==> src/rtl/instruction_fetch_unit.sv <==
// Instruction fetch stage: owns the PC, talks to instruction memory over a
// busywait handshake, and holds the IF/ID register feeding the decoder.
module instruction_fetch_unit #(
   parameter logic [31:0] RESET_PC  = 32'h0000_0000,
   parameter logic [31:0] NOP_INSTR = 32'h0000_0013
) (
   input  logic        CLK,
   input  logic        RESET,
   input  logic        STALL,
   input  logic        BRANCH_TAKEN,
   input  logic [31:0] BRANCH_TARGET,
   output logic [31:0] IMEM_ADDR,
   output logic        IMEM_READ,
   input  logic [31:0] IMEM_READDATA,
   input  logic        IMEM_BUSYWAIT,
   output logic        FETCH_BUSY,
   output logic [31:0] PC_OUT,
   output logic [31:0] PC_PLUS4_OUT,
   output logic [31:0] INSTRUCTION,
   output logic        INSTR_VALID
);

   localparam logic [31:0] BUBBLE_PC  = 32'h0000_0000;
   localparam logic [31:0] BUBBLE_PC4 = 32'h0000_0004;
   localparam logic [31:0] PC_STEP    = 32'h0000_0004;
   localparam logic [31:0] ALIGN_MASK = 32'hFFFF_FFFC;

   typedef enum logic {
      ST_REQ   = 1'b0,
      ST_DRAIN = 1'b1
   } state_t;

   state_t      state;
   logic [31:0] pc;
   logic [31:0] pend;
   logic [31:0] skid_pc;
   logic [31:0] skid_instr;
   logic        skid_valid;
   logic [31:0] if_pc;
   logic [31:0] if_pc4;
   logic [31:0] if_instr;
   logic        if_valid;

   logic        fetch_done;
   logic        fetch_wait;
   logic [31:0] target;
   logic [31:0] pc_inc;
   logic [31:0] skid_pc_inc;

   // No new request while the skid holds a word; DRAIN always keeps its request up.
   assign IMEM_READ   = ~RESET & (((state == ST_REQ) & ~skid_valid) | (state == ST_DRAIN));
   assign IMEM_ADDR   = pc;
   assign fetch_wait  = IMEM_READ & IMEM_BUSYWAIT;
   assign fetch_done  = IMEM_READ & ~IMEM_BUSYWAIT;
   assign FETCH_BUSY  = fetch_wait;

   assign target      = BRANCH_TARGET & ALIGN_MASK;
   assign pc_inc      = pc + PC_STEP;
   assign skid_pc_inc = skid_pc + PC_STEP;

   assign PC_OUT       = if_pc;
   assign PC_PLUS4_OUT = if_pc4;
   assign INSTRUCTION  = if_instr;
   assign INSTR_VALID  = if_valid;

   // PC, skid buffer, redirect state and IF/ID register.
   always_ff @(posedge CLK) begin
      if (RESET) begin
         state      <= ST_REQ;
         pc         <= RESET_PC;
         pend       <= RESET_PC;
         skid_pc    <= BUBBLE_PC;
         skid_instr <= NOP_INSTR;
         skid_valid <= 1'b0;
         if_pc      <= BUBBLE_PC;
         if_pc4     <= BUBBLE_PC4;
         if_instr   <= NOP_INSTR;
         if_valid   <= 1'b0;
      end else begin
         case (state)
            ST_REQ: begin
               if (BRANCH_TAKEN) begin
                  if_pc      <= BUBBLE_PC;
                  if_pc4     <= BUBBLE_PC4;
                  if_instr   <= NOP_INSTR;
                  if_valid   <= 1'b0;
                  skid_valid <= 1'b0;
                  // The address must stay put until an outstanding request completes.
                  if (fetch_wait) begin
                     pend  <= target;
                     state <= ST_DRAIN;
                  end else begin
                     pc <= target;
                  end
               end else if (skid_valid) begin
                  if (!STALL) begin
                     if_pc      <= skid_pc;
                     if_pc4     <= skid_pc_inc;
                     if_instr   <= skid_instr;
                     if_valid   <= 1'b1;
                     skid_valid <= 1'b0;
                  end
               end else if (fetch_done) begin
                  pc <= pc_inc;
                  if (STALL) begin
                     skid_pc    <= pc;
                     skid_instr <= IMEM_READDATA;
                     skid_valid <= 1'b1;
                  end else begin
                     if_pc    <= pc;
                     if_pc4   <= pc_inc;
                     if_instr <= IMEM_READDATA;
                     if_valid <= 1'b1;
                  end
               end else if (!STALL) begin
                  if_pc    <= BUBBLE_PC;
                  if_pc4   <= BUBBLE_PC4;
                  if_instr <= NOP_INSTR;
                  if_valid <= 1'b0;
               end
            end

            ST_DRAIN: begin
               if_pc    <= BUBBLE_PC;
               if_pc4   <= BUBBLE_PC4;
               if_instr <= NOP_INSTR;
               if_valid <= 1'b0;
               if (BRANCH_TAKEN) begin
                  pend <= target;
               end
               // The drained word belongs to the abandoned path and is dropped.
               if (fetch_done) begin
                  pc    <= BRANCH_TAKEN ? target : pend;
                  state <= ST_REQ;
               end
            end

            default: begin
               state <= ST_REQ;
            end
         endcase
      end
   end

endmodule

==> config.mk <==
export PLATFORM = sky130hd
export DESIGN_NAME = instruction_fetch_unit
export DESIGN_NICKNAME = d
export VERILOG_FILES = /design/src/rtl/instruction_fetch_unit.sv
export SDC_FILE = /design/constraint.sdc
export NUM_CORES = 1
export LEC_CHECK = 0
export ABC_AREA = 1
export BUFFER_PORTS_ARGS = -buffer_cell sky130_fd_sc_hd__buf_2
export CAP_MARGIN = 20
export CORE_ASPECT_RATIO = 2
export CORE_MARGIN = 4
export CORE_UTILIZATION = 55
export DETAILED_ROUTE_END_ITERATION = 7
export GPL_TIMING_DRIVEN = 0
export PLACE_DENSITY = 0.8
export SLEW_MARGIN = 10
export SYNTH_ARGS = -nofsm -noshare
export SYNTH_HDL_FRONTEND = slang
export SYNTH_SLANG_ARGS = --single-unit
export TNS_END_PERCENT = 10
==> constraint.sdc <==
create_clock -name CLK -period 2.05 [get_ports CLK]
set_clock_uncertainty 0.15 [all_clocks]
set_input_delay 0.205 -clock CLK [delete_from_list [all_inputs] [get_ports CLK]]
set_output_delay 0.205 -clock CLK [all_outputs]
set_load 0.05 [all_outputs]
Yosys cells after proc, flatten, opt, wreduce, memory -nomap -nowiden
Cells that the tools add are included.

operators by class
  eq/ne operators = 8
  multiplexer cells = 45
  reductions and logical operators = 3
  bitwise operators = 10
  add/sub/neg operators = 2

operator list
  kind                     count
  $mux W32                 26
  $pmux W32 S2             5
  $add A32 B3 Y32 const B  2
  $mux W1                  12
  $ne A3 B3 Y1 const B     4
  $ne A5 B5 Y1 const B     1
  $not A1 Y1               5
  $reduce_and A5 Y1        1
  $and A1 B1 Y1            4
  $ne A2 B2 Y1 const B     2
  $pmux W1 S2              2
  $reduce_and A4 Y1        1
  $ne A2 B1 Y1 const B     1
  $reduce_and A2 Y1        1
  $or A1 B1 Y1             1

word-level totals
  bits in registers = 227

Logic depth before layout (Yosys ltp)
  depth after elaboration = 9
  mapped depth = 13
  mapped depth without buffers = 11

Worst setup path before layout
No wires, ideal clock.

  path type = register to register
  start = register pc[3] (netlist: IMEM_ADDR[3])
  end = register if_pc4[14] (netlist: PC_PLUS4_OUT[14])
  data arrival time = 1992 ps
  slack = -224 ps
  cell stages (with the launch flop) = 10
  clock period less this slack = 2274 ps
  cell sequence = dfxtp_1 -> ha_1 -> nand2_1 -> nor2_1 -> nand2_1 -> nor2_1 -> xor2_1 -> or2_2 -> nand2_1 -> a21oi_1

on the way
  word-level cells in the longest chain between the ends = 6

ends and longest elaborated chain
  element                 RTL line  text
  start, declared         34        logic [31:0] pc;
  start signal, assigned  93        pc <= target;
  start signal, assigned  104       pc <= pc_inc;
  start signal, assigned  133       pc <= BRANCH_TAKEN ? target : pend;
  $add A32 B3 Y32         58        assign pc_inc = pc + PC_STEP;
  $mux W32                105       if (STALL) begin
  $mux W32                103       end else if (fetch_done) begin
  $mux W32                95        end else if (skid_valid) begin
  $mux W32                82        if (BRANCH_TAKEN) begin
  $pmux W32 S2            80        case (state)
  end signal, assigned    98        if_pc4 <= skid_pc_inc;
  end signal, assigned    111       if_pc4 <= pc_inc;
  end, declared           40        logic [31:0] if_pc4;

No other way between the ends. The select of a mux whose other input is x is not followed.
A chain may end at the register's enable or synchronous reset.

Final worst setup path
  start = register pc[16] (netlist: IMEM_ADDR[16])
  end = register if_pc4[17] (netlist: PC_PLUS4_OUT[17])

Same word-level chain as after synthesis.

==> results.toml <==
[logic_synthesis]
yosysWarnings = 0
synth_area_um2 = 10670
synth_ff_type = "dfxtp_1"
synth_cells = 1560
synth_edf_count = 0
synth-seq-cells = 225
synth_nets = 1631
synthDistinctLibCells = 39
async_flop_share_pct = 0
syn_avg_cell_area_um2 = 6.838
yosysSeqAreaShare_pct = 42.22

[floorplan]
initial_core_util_pct = 56.38
die_w_um = 106.5
core-area_um2 = 18920
die_y_um = 205.0
io-pin-count = 200
die_area_um2 = 21820
rows = 71

[sta]
hold_viol = 0
fmax_mhz = 470.1
hold_slack_ns = 0.2415
final_max_slew_viol_count = 0
worst_pin_slew_ns = 1.001
setup_viol = 2
slew_headroom_pct = 33.26
fin_ws_ns = -0.07704
finalCriticalPeriod_ns = 2.127
finalCritPeriodShare_pct = 103.8
rsz0062_at_grt = "yes"

[grt]
grt_overflow_total = 0
grt_pass1_vias = 12510
grt_max_degree = 16
antenna_found_initial = 0
grt.total_usage_pct = 40.83
grt_pass1_wl_um = 67970

[critical_path]
end_kind = "flip-flop"
crit_required_ns = 2.29
cp.arrival_ns = 2.37
start_kind = "flip-flop"
critical_path_class = "reg -> reg"
r2r_cells = 8
cp_max_fo = 7

[cells_and_area]
diodes = 0
drive_above_1_share_pct = 20.62
fin_util_pct = 73.00
nets = 1921
areaGrowthSynthToFinish_pct = 29.49

[detailed_routing]
avgViaCountPerCell = 5.960
topRoutingLayerUsed = "met4"
route.met3.wl_um = 3335
drt-met1-wl_um = 14300
drt_iter0_markers = 1159
num_vias = 12620
wl_per_cell_um = 21.55
dr.pass1.iters = 8
wl_met2_um = 23110
wirelength_um = 45630
drc = 0
final_antenna_net_count = 0

[run_status]
violations = "negative setup slack"
status = "finished with violations"

[placement]
dpl.hpwl_um = 33080
io_buffers = 195
gp_congestion = 1.003
dp_slack_ns = -0.5491

[clocking]
cts_made_buffers = 21
path_clk_slew_ns = 0.07
cts_tree = "done"
cts-root-buf = "clkbuf_16"
clock_latency_ns = 0.51
clk_path_buf_depth = 3
numClockSinks = 225
htreeDepth = 1

[worst_hold_path]
hp-class = "in -> reg"
hold_depth = 6

[job]
drv_cap = 0

[power]
peakVddDrop_uv = 769.4
power.leakage_nw = 5.559
powerDensity_nw_per_um2 = 769.4
==> where the power goes <==
group	switching [mW]	internal [mW]	total (mW)
registers	0.233	4.54	4.77
clock network	1.76	2.41	4.17
logic	1.17	0.515	1.68
==> per-stage QoR <==
stage	setup TNS, ns	area (um2)	instances	power (mW)
finish	-0.1129	13810	2117	10.63
global route	-0.6590	13810	2117	10.86
CTS	-0.08466	13520	2112	10.49
detailed placement	-42.86	11970	2010	6.288
global placement	-34.04	11970	2010	6.262
floorplan	-0.4667	10670	1560	5.708
==> Yosys cell counts, types with 2 or more instances <==
cell type,count,area (um2)
xor2_1,13,113.9
ha_1,2,25.02
buf_1,8,30.03
a22o_1,39,341.6
o21ai_0,97,485.5
nor2_1,170,638.1
a21oi_1,187,935.9
o211ai_1,32,240.2
a31oi_1,3,18.77
xnor2_1,7,61.31
o31ai_1,5,37.54
buf_2,26,130.1
inv_2,8,30.03
o22ai_1,5,31.28
nand3_1,69,345.3
nand4_1,3,18.77
nor3_1,6,30.03
buf_4,7,52.55
inv_1,87,326.6
o221ai_1,2,17.52
nand3b_1,5,37.54
nor2_4,2,22.52
o21ai_1,40,200.2
clkbuf_1,57,214.0
nor2_2,3,18.77
nand2_1,434,1629
a211oi_1,3,22.52
or2_2,5,31.28
dfxtp_1,225,4504
==> layout by cell type, fill, tap and decap left out, drive strengths merged, types with 7 or more instances in the layout <==
cell and count:
nand3 69, clkbuf 88, dlygate4sd3 64, buf 241, a21oi 188, o21ai 138, inv 95, nand2 435
a22o 39, xnor2 7, xor2 13, dfxtp 225, nor2 175, o211ai 32
==> state kept, by name, indices dropped and copies added, names as in the netlist <==
name          cells
skid_valid        1
INSTRUCTION      32
IMEM_ADDR        32
PC_PLUS4_OUT     30
INSTR_VALID       1
skid_pc          32
PC_OUT           32
pend             32
skid_instr       32
state             1
==> final cells by class <==
class | instances | area (um2)
timing repair buffer | 267 | 1680
sequential | 225 | 4551
clock buffer | 27 | 588.1
buffer | 99 | 546.8
clock inverter | 8 | 123.9
multi-input combinational | 1140 | 5633
inverter | 96 | 371.6
tap | 255 | 319.1
fill | 1533 | 5109
==> final timing paths <==
kind	start	to	slack (ns)
setup / recovery	IMEM_ADDR[16]$_SDFFE_PP0P_	PC_PLUS4_OUT[17]$_SDFFE_PP0P_	-0.08
hold / removal	RESET	state$_SDFF_PP0_	0.24
setup reg to reg	IMEM_ADDR[16]$_SDFFE_PP0P_	PC_PLUS4_OUT[17]$_SDFFE_PP0P_	-0.08
hold reg to reg	skid_instr[31]$_SDFFE_PP0P_	skid_instr[31]$_SDFFE_PP0P_	0.30
==> what timing repair did <==
item,4_1_cts,5_1_grt
resized for setup,60,102
hold endpoints to repair,114,0
pin swaps,3,7
hold buffers,64,0
setup buffers,3,5
setup endpoints to repair,201,183
==> critical path, stage by stage, from the launching register on <==
cell	delay, ns
dfxtp_2	0.46
nand2_1	0.12
nor2_1	0.23
nand3_1	0.18
nor2_4	0.18
xnor2_1	0.21
nand2_1	0.15
nand3_1	0.23
a21oi_1	0.10
==> routing by layer <==
metal,vias to the layer above,GRT usage (%)
met1,5854,39.27
met2,762,73.57
met4,0,36.21
met5,-,0
met3,265,6.370
li1,5737,-
==> kinds of logic (layout without fill, tap and decap cells) <==
family,Yosys count,count (layout),share of synthesized area [%]
xor+xnor,20,20,1.642
fa+ha+maj,2,2,0.2345
compound gates,417,417,22.17
flops,225,225,42.22
simple gates,701,701,26.25
buf+inv,195,497,7.483
Note: power is estimated with default switching activity, not from simulation.
